File: config.mk
export PLATFORM = sky130hd
export DESIGN_NAME = mul_acc_stage
export DESIGN_NICKNAME = d
export VERILOG_FILES = /design/src/rtl/mul_acc_stage.sv
export SDC_FILE = /design/constraint.sdc
export NUM_CORES = 1
export LEC_CHECK = 0
export ABC_AREA = 1
export CAP_MARGIN = 20
export CORE_ASPECT_RATIO = 0.75
export CORE_MARGIN = 4
export CORE_UTILIZATION = 46
export DETAILED_ROUTE_END_ITERATION = 8
export DONT_BUFFER_PORTS = 1
export SYNTH_ARGS = -nofsm -noshare
export SYNTH_HDL_FRONTEND = slang
export SYNTH_SLANG_ARGS = --single-unit
File: constraint.sdc
create_clock -name clk -period 3.1 [get_ports clk]
set_input_delay 0.31 -clock clk [delete_from_list [all_inputs] [get_ports clk]]
set_output_delay 0.31 -clock clk [all_outputs]
set_load 0.02 [all_outputs]
File: src/rtl/mul_acc_stage.sv
// mul_acc_stage
// Accumulates a stream of unsigned multiplier products into one dot-product
// result. Each sum is delimited by in_last. The finished sum is held on the
// output side until the consumer takes it. The stage also reports how many
// terms went into the sum and whether the sum wrapped.
//
// Ports
//   clk        clock, all logic on the rising edge
//   rst        synchronous active-high reset
//   in_valid   product beat valid
//   in_ready   stage can accept a beat (depends on state only)
//   in_prod    unsigned product, PROD_W bits
//   in_last    beat is the final term of the current sum
//   flush      discards a partial accumulation; has no effect while holding
//   out_valid  result available
//   out_ready  consumer accepts the result
//   out_acc    accumulated sum modulo 2^ACC_W
//   out_count  number of terms, saturating at 2^CNT_W-1
//   out_ovf    sum wrapped past 2^ACC_W-1 at least once
module mul_acc_stage #(
    parameter int PROD_W = 16,
    parameter int ACC_W  = 24,
    parameter int CNT_W  = 8
) (
    input  logic              clk,
    input  logic              rst,
    input  logic              in_valid,
    output logic              in_ready,
    input  logic [PROD_W-1:0] in_prod,
    input  logic              in_last,
    input  logic              flush,
    output logic              out_valid,
    input  logic              out_ready,
    output logic [ACC_W-1:0]  out_acc,
    output logic [CNT_W-1:0]  out_count,
    output logic              out_ovf
);

    typedef enum logic [1:0] {
        IDLE  = 2'd0,
        ACCUM = 2'd1,
        HOLD  = 2'd2
    } state_t;

    state_t             state_q, state_d;
    logic [ACC_W-1:0]   acc_q, acc_d;
    logic [CNT_W-1:0]   cnt_q, cnt_d;
    logic               ovf_q, ovf_d;
    logic               out_valid_q, out_valid_d;
    logic [ACC_W-1:0]   out_acc_q, out_acc_d;
    logic [CNT_W-1:0]   out_count_q, out_count_d;
    logic               out_ovf_q, out_ovf_d;

    logic [ACC_W:0]     sum_w;
    logic [CNT_W-1:0]   cnt_inc;
    logic               ovf_next;
    logic               accept;

    // Widened add: the top bit is the carry out of the ACC_W-bit accumulator.
    function automatic logic [ACC_W:0] add_ext(input logic [ACC_W-1:0]  a,
                                               input logic [PROD_W-1:0] p);
        return {1'b0, a} + (ACC_W+1)'(p);
    endfunction

    // Term counter sticks at all-ones; saturation is not an overflow.
    function automatic logic [CNT_W-1:0] sat_inc(input logic [CNT_W-1:0] c);
        return (&c) ? c : c + CNT_W'(1);
    endfunction

    assign in_ready  = (state_q != HOLD);
    assign out_valid = out_valid_q;
    assign out_acc   = out_acc_q;
    assign out_count = out_count_q;
    assign out_ovf   = out_ovf_q;

    assign accept   = in_valid & in_ready & ~flush;
    assign sum_w    = add_ext(acc_q, in_prod);
    assign cnt_inc  = sat_inc(cnt_q);
    assign ovf_next = ovf_q | sum_w[ACC_W];

    always_comb begin
        state_d     = state_q;
        acc_d       = acc_q;
        cnt_d       = cnt_q;
        ovf_d       = ovf_q;
        out_valid_d = out_valid_q;
        out_acc_d   = out_acc_q;
        out_count_d = out_count_q;
        out_ovf_d   = out_ovf_q;

        unique case (state_q)
            IDLE, ACCUM: begin
                if (flush) begin
                    // Flush beats any beat presented in the same cycle.
                    acc_d   = '0;
                    cnt_d   = '0;
                    ovf_d   = 1'b0;
                    state_d = IDLE;
                end else if (accept) begin
                    if (in_last) begin
                        // Publish the post-add values and restart the sum.
                        out_acc_d   = sum_w[ACC_W-1:0];
                        out_count_d = cnt_inc;
                        out_ovf_d   = ovf_next;
                        out_valid_d = 1'b1;
                        acc_d       = '0;
                        cnt_d       = '0;
                        ovf_d       = 1'b0;
                        state_d     = HOLD;
                    end else begin
                        acc_d   = sum_w[ACC_W-1:0];
                        cnt_d   = cnt_inc;
                        ovf_d   = ovf_next;
                        state_d = ACCUM;
                    end
                end
            end
            HOLD: begin
                // Result fields keep their value after the handshake.
                if (out_ready) begin
                    out_valid_d = 1'b0;
                    state_d     = IDLE;
                end
            end
            default: begin
                state_d = IDLE;
            end
        endcase
    end

    always_ff @(posedge clk) begin
        if (rst) begin
            state_q     <= IDLE;
            acc_q       <= '0;
            cnt_q       <= '0;
            ovf_q       <= 1'b0;
            out_valid_q <= 1'b0;
            out_acc_q   <= '0;
            out_count_q <= '0;
            out_ovf_q   <= 1'b0;
        end else begin
            state_q     <= state_d;
            acc_q       <= acc_d;
            cnt_q       <= cnt_d;
            ovf_q       <= ovf_d;
            out_valid_q <= out_valid_d;
            out_acc_q   <= out_acc_d;
            out_count_q <= out_count_d;
            out_ovf_q   <= out_ovf_d;
        end
    end

endmodule

=== After elaboration in Yosys (flattened, before gate mapping) ===
Index checks and enable logic that the tools add are counted.

* Word-level logic and storage cells: 51
* Bits of input ports: 22
* Register bits after elaboration: 69
* Output and inout bits: 35

* Eq/ne operators: 8
* Add/subtract/negate cells: 2
* Bitwise gates (word level): 4
* Reduce and logical (&&, ||, !) cells: 9
* Multiplexer cells: 20

{| class="wikitable"
|+ Operator list
! operator !! count
|-
| 24-bit two-way mux || 3
|-
| 8-bit two-way mux || 4
|-
| 24-bit by 16-bit adder with 25-bit output || 1
|-
| 2-bit inequality test, second input constant || 5
|-
| 8-bit by 1-bit adder with 8-bit output, second input constant || 1
|-
| 2-bit two-way mux || 4
|-
| 8-bit AND reduction || 1
|-
| 1-bit two-way mux || 7
|-
| 5-bit AND reduction || 1
|-
| 2-bit one-hot mux with 2 select lines || 1
|-
| 2-bit AND reduction || 2
|-
| 4-bit AND reduction || 1
|-
| 2-bit nonzero test || 2
|-
| 3-bit inequality test, second input constant || 1
|-
| 1-bit bitwise AND || 2
|-
| 2-bit by 1-bit == test with 1-bit output, second input constant || 1
|-
| 2-bit == test, second input constant || 1
|-
| 2-bit zero test || 1
|-
| 1-bit one-hot mux with 2 select lines || 1
|-
| 2-bit OR reduction || 1
|-
| 1-bit NOT || 1
|-
| 1-bit bitwise OR || 1
|}

=== Depth between registers and ports, before layout ===
* Depth after elaboration: 6
* Depth in mapped cells: 16
* Depth with buffers taken out: 16

=== Worst setup path after synthesis ===
OpenSTA, ideal clock, no wires.

* Path type: flip-flop to flip-flop
* Start: register acc_q[0]
* End: register out_acc_q[20] (netlist: out_acc[20])
* Arrival: 1.690 ns
* Slack: 1.301 ns
* Clock period less this slack: 1.799 ns
* Setup time: 0.109 ns
* Cell stages (with the launch flop): 16
* Required time: 2.991 ns
* Buffers on the path: 0
* Cell sequence: dfxtp_1 > ha_1 > inv_1 > fa_1 > inv_1 > nand2_1 > nand2_1 > nand3_1 > nand2_1 > nand2_1 > nand2_2 > nand3_1 > nand2_1 > nand2_1 > nand2_1 > inv_1

* Longest elaborated chain between the ends: 1

{| class="wikitable"
|+ Ends and longest elaborated chain
! what !! RTL line !! text
|-
| from (decl) || 46 || <nowiki>logic [ACC_W-1:0] acc_q, acc_d;</nowiki>
|-
| from (signal assigned) || 134 || <nowiki>acc_q <= '0;</nowiki>
|-
| from (signal assigned) || 143 || <nowiki>acc_q <= acc_d;</nowiki>
|-
| 24-bit by 16-bit adder with 25-bit output || 62 || <nowiki>return {1'b0, a} + (ACC_W+1)'(p);</nowiki>
|-
| to (signal assigned) || 147 || <nowiki>out_acc_q <= out_acc_d;</nowiki>
|-
| to (decl) || 50 || <nowiki>logic [ACC_W-1:0] out_acc_q, out_acc_d;</nowiki>
|}

Every way passes these cells.
A chain may end at the register's enable or synchronous reset.

=== Worst setup path after layout ===
* Start: register acc_q[0]
* End: register acc_q[8]

* Longest elaborated chain between the ends: 4

{| class="wikitable"
|+ Ends and longest elaborated chain
! what !! RTL line !! text
|-
| 24-bit by 16-bit adder with 25-bit output || 62 ||
|-
| 24-bit two-way mux || 100 || <nowiki>if (in_last) begin</nowiki>
|-
| 24-bit two-way mux || 99 || <nowiki>end else if (accept) begin</nowiki>
|-
| 24-bit two-way mux || 93 || <nowiki>if (flush) begin</nowiki>
|}

Every way passes these cells. The select of a mux whose other input is x is not followed.

==> impl_metrics.py <==
metrics = {
    "clock_tree": {
        "cts-root-buf": "clkbuf_16",
        "cts_inserted_buffers": 9,
        "htreeDepth": 3,
        "clk_latency_ps": 340,
        "cts-resized-gates": 0,
        "cts_tree": "yes",
        "cts.sinks": 69,
        "cts_setup_buffers": 0,
        "cts_hold_buffers": 0,
        "cts_max_path_buffers": 2,
        "clkTransAtPathRegs_ps": 60,
    },
    "power": {
        "p_switching_mw": 0.609,
        "peakVddDrop_v": 0.000238,
        "finalPower_mw": 2.30,
        "p_int_mw": 1.69,
        "p_leak_nw": 2.38,
        "powerDensity_nw_per_um2": 496,
        "swShare": 0.265,
        "clkPwrFrac": 0.488,
        "p_comb_frac": 0.092,
        "p_seq_frac": 0.419,
    },
    "worst_setup_path": {
        "worst-setup-path-type": "reg -> reg",
        "critPathRequiredTime_ps": 3370,
        "path_cells": "ha_1 -> inv_1 -> fa_1 -> inv_1 -> nand2_1 -> nand2_1 -> nand3_1 -> nand2_1 -> xor2_1 -> nand2_1 -> a21oi_1",
        "critPathSlowestCell": "fa_1",
        "start_kind": "flip-flop",
        "crit_buf_inv": 2,
        "max_stage_delay_ps": 400,
        "critical_path.top_delay_family": "adder cells",
        "endpoint_kind": "flip-flop",
        "worst_path_most_repeated_cell": "nand2_1",
        "arrival_ps": 2450,
        "crit_fanout": 3,
    },
    "die": {
        "floorplan.rows": 30,
        "pin_count": 57,
        "core_area_um2": 9010,
        "fp.dieW_um": 119,
        "die_h_um": 91.2,
        "die-area_um2": 10800,
        "start_util": 0.471,
    },
    "finish": {
        "final_util": 0.514,
        "layout-drive-gt1-share": 0.0743,
        "final.fill_count": 947,
        "synthToLayoutAreaGrowth_pct": 9.23,
        "regArea_um2": 1380,
        "instances_no_fill": 798,
        "multi_input_area_um2": 2350,
        "post-route-cell-area_um2": 4630,
        "antenna_cells": 0,
        "fin_nets": 721,
    },
    "grt": {
        "grt_pass1_wl_um": 18700,
        "grt_max_degree": 62,
        "antenna_found_initial": 0,
        "overflow": 0,
        "grt_pass1_vias": 3661,
        "grtUsageTotal": 0.219,
    },
    "detailed_routing": {
        "drt_iter0_drc": 220,
        "viasPerCell": 4.96,
        "drc": 0,
        "avgRoutedWirePerCell_um": 14.4,
        "antenna_left": 0,
        "totalWireLength_um": 11500,
        "vias": 3956,
        "drt_first_pass_iters": 5,
    },
    "place": {
        "numPortBuffers": 0,
        "place_congestion": 0.955,
        "pre_cts_ws_ps": 966,
        "dpl_cell_area_um2": 4310,
        "dp_hpwl_um": 8500,
        "dp.cells": 782,
    },
    "timing": {
        "rsz0062_at_grt": "false",
        "tns_ps": 0,
        "finalMaxSlewViolations": 0,
        "max_freq_mhz": 459,
        "fin_crit_ps": 2180,
        "finalHoldViolCount": 0,
        "timing.hold.ws_ps": 40.3,
        "relSlewSlack": 0.281,
        "finalClockSkew_ps": 5.54,
        "finalSetupViolCount": 0,
        "period_share": 0.703,
        "setup_ws_ps": 920,
        "worst_pin_slew_ps": 1080,
    },
    "synthesis": {
        "ys_types": 37,
        "postSynthCellCount": 687,
        "synth_seq_cells": 69,
        "synthesis.nets": 727,
        "ys_seq_area_frac": 0.326,
        "synth_area_um2": 4240,
        "syn_avg_cell_area_um2": 6.17,
        "ys_warn_count": 0,
    },
    "run_status": {
        "outcome": "complete, no violations",
    },
    "run": {
        "cap_viol_max_count": 0,
    },
    "worst_hold_path": {
        "hold_path_class": "in -> reg",
    },
}
registers in the layout, summed over array words and instances (netlist names):
signal / count
out_count: 8
cnt_q: 8
acc_q: 24
out_valid: 1
state_q: 2
ovf_q: 1
out_ovf: 1
out_acc: 24
Yosys cell counts, drive strengths merged:
library cell  number  area [µm²]
or2                2        12.5
clkinv             1        3.75
o21ai             28         140
a21oi             43         226
nor3               2        15.0
nor2              95         387
nand3             36         185
a21o               1        7.51
nor4               1        6.26
inv              113         424
xnor2              3        26.3
xor2              11        96.3
nand2            231         897
o22ai              1        6.26
o211ai             3        27.5
clkbuf            11        41.3
a31oi              2        12.5
buf                8        45.0
nand3b             2        27.5
nand4              4        25.0
ha                17         213
fa                 1        20.0
dfxtp             69        1380
a21boi             2        15.0
power groups by stage:
stage	logic (mW)	registers, mW	clock network (mW)
floorplan	0.173	0.977	0
global placement	0.210	0.983	0
detailed placement	0.212	0.984	0
CTS	0.213	0.964	1.15
global route	0.243	0.967	1.19
finish	0.212	0.964	1.12
cells in the final DEF (no fill, tap or decap), types with 3 or more instances in the layout:
master / n
a21oi_1: 40
a21oi_2: 3
clkbuf_16: 9
dfxtp_1: 69
ha_1: 17
inv_1: 106
inv_2: 7
nand2_1: 219
nand2_2: 12
nand3_1: 35
nand4_1: 4
nor2_1: 89
nor2_2: 3
nor2_4: 3
o21ai_0: 22
o21ai_1: 6
xnor2_1: 3
xor2_1: 11
worst paths after layout:
path	from	end	slack, ps	cells past startpoint
setup / recovery	acc_q[0]$_SDFFE_PP0P_	acc_q[8]$_SDFFE_PP0P_	920	11
hold / removal	rst	acc_q[23]$_SDFFE_PP0P_	40	1
setup reg to reg	acc_q[0]$_SDFFE_PP0P_	acc_q[8]$_SDFFE_PP0P_	920	11
hold reg to reg	acc_q[5]$_SDFFE_PP0P_	acc_q[5]$_SDFFE_PP0P_	460	2
final cells by class:
class | count | area share
inverters | 114 | 0.0924
clock buffers | 9 | 0.0486
repair buffers | 2 | 0.00324
multi-input cells | 485 | 0.506
well taps | 112 | 0.0302
clock inverters | 7 | 0.0211
flip-flops and latches | 69 | 0.298
cell families after synthesis:
family,share of synthesized area
compound gates,0.103
flops,0.326
buf+inv,0.121
xor+xnor,0.0289
simple gates,0.367
fa+ha+maj,0.0549
routing by layer:
| metal | wire length, µm | part of all wire | GRT usage | vias to the layer above |
|---|---|---|---|---|
| li1 | - | - | - | 2098 |
| met2 | 4400 | 0.38 | 0.289 | 110 |
| met5 | 0 | 0 | 0 | - |
| met3 | 948 | 0.082 | 0.0729 | 12 |
| met4 | 162 | 0.014 | 0.0646 | 0 |
| met1 | 6000 | 0.52 | 0.331 | 1736 |
worst register-to-register path, cell delays in order (launching register included):
cell and delay [ps]:
dfxtp_1 330, ha_1 180, inv_1 60, fa_1 400
inv_1 110, nand2_1 50, nand2_1 70, nand3_1 110
nand2_1 170, xor2_1 390, nand2_1 120, a21oi_1 130
Power figures use the tool's default switching activity.
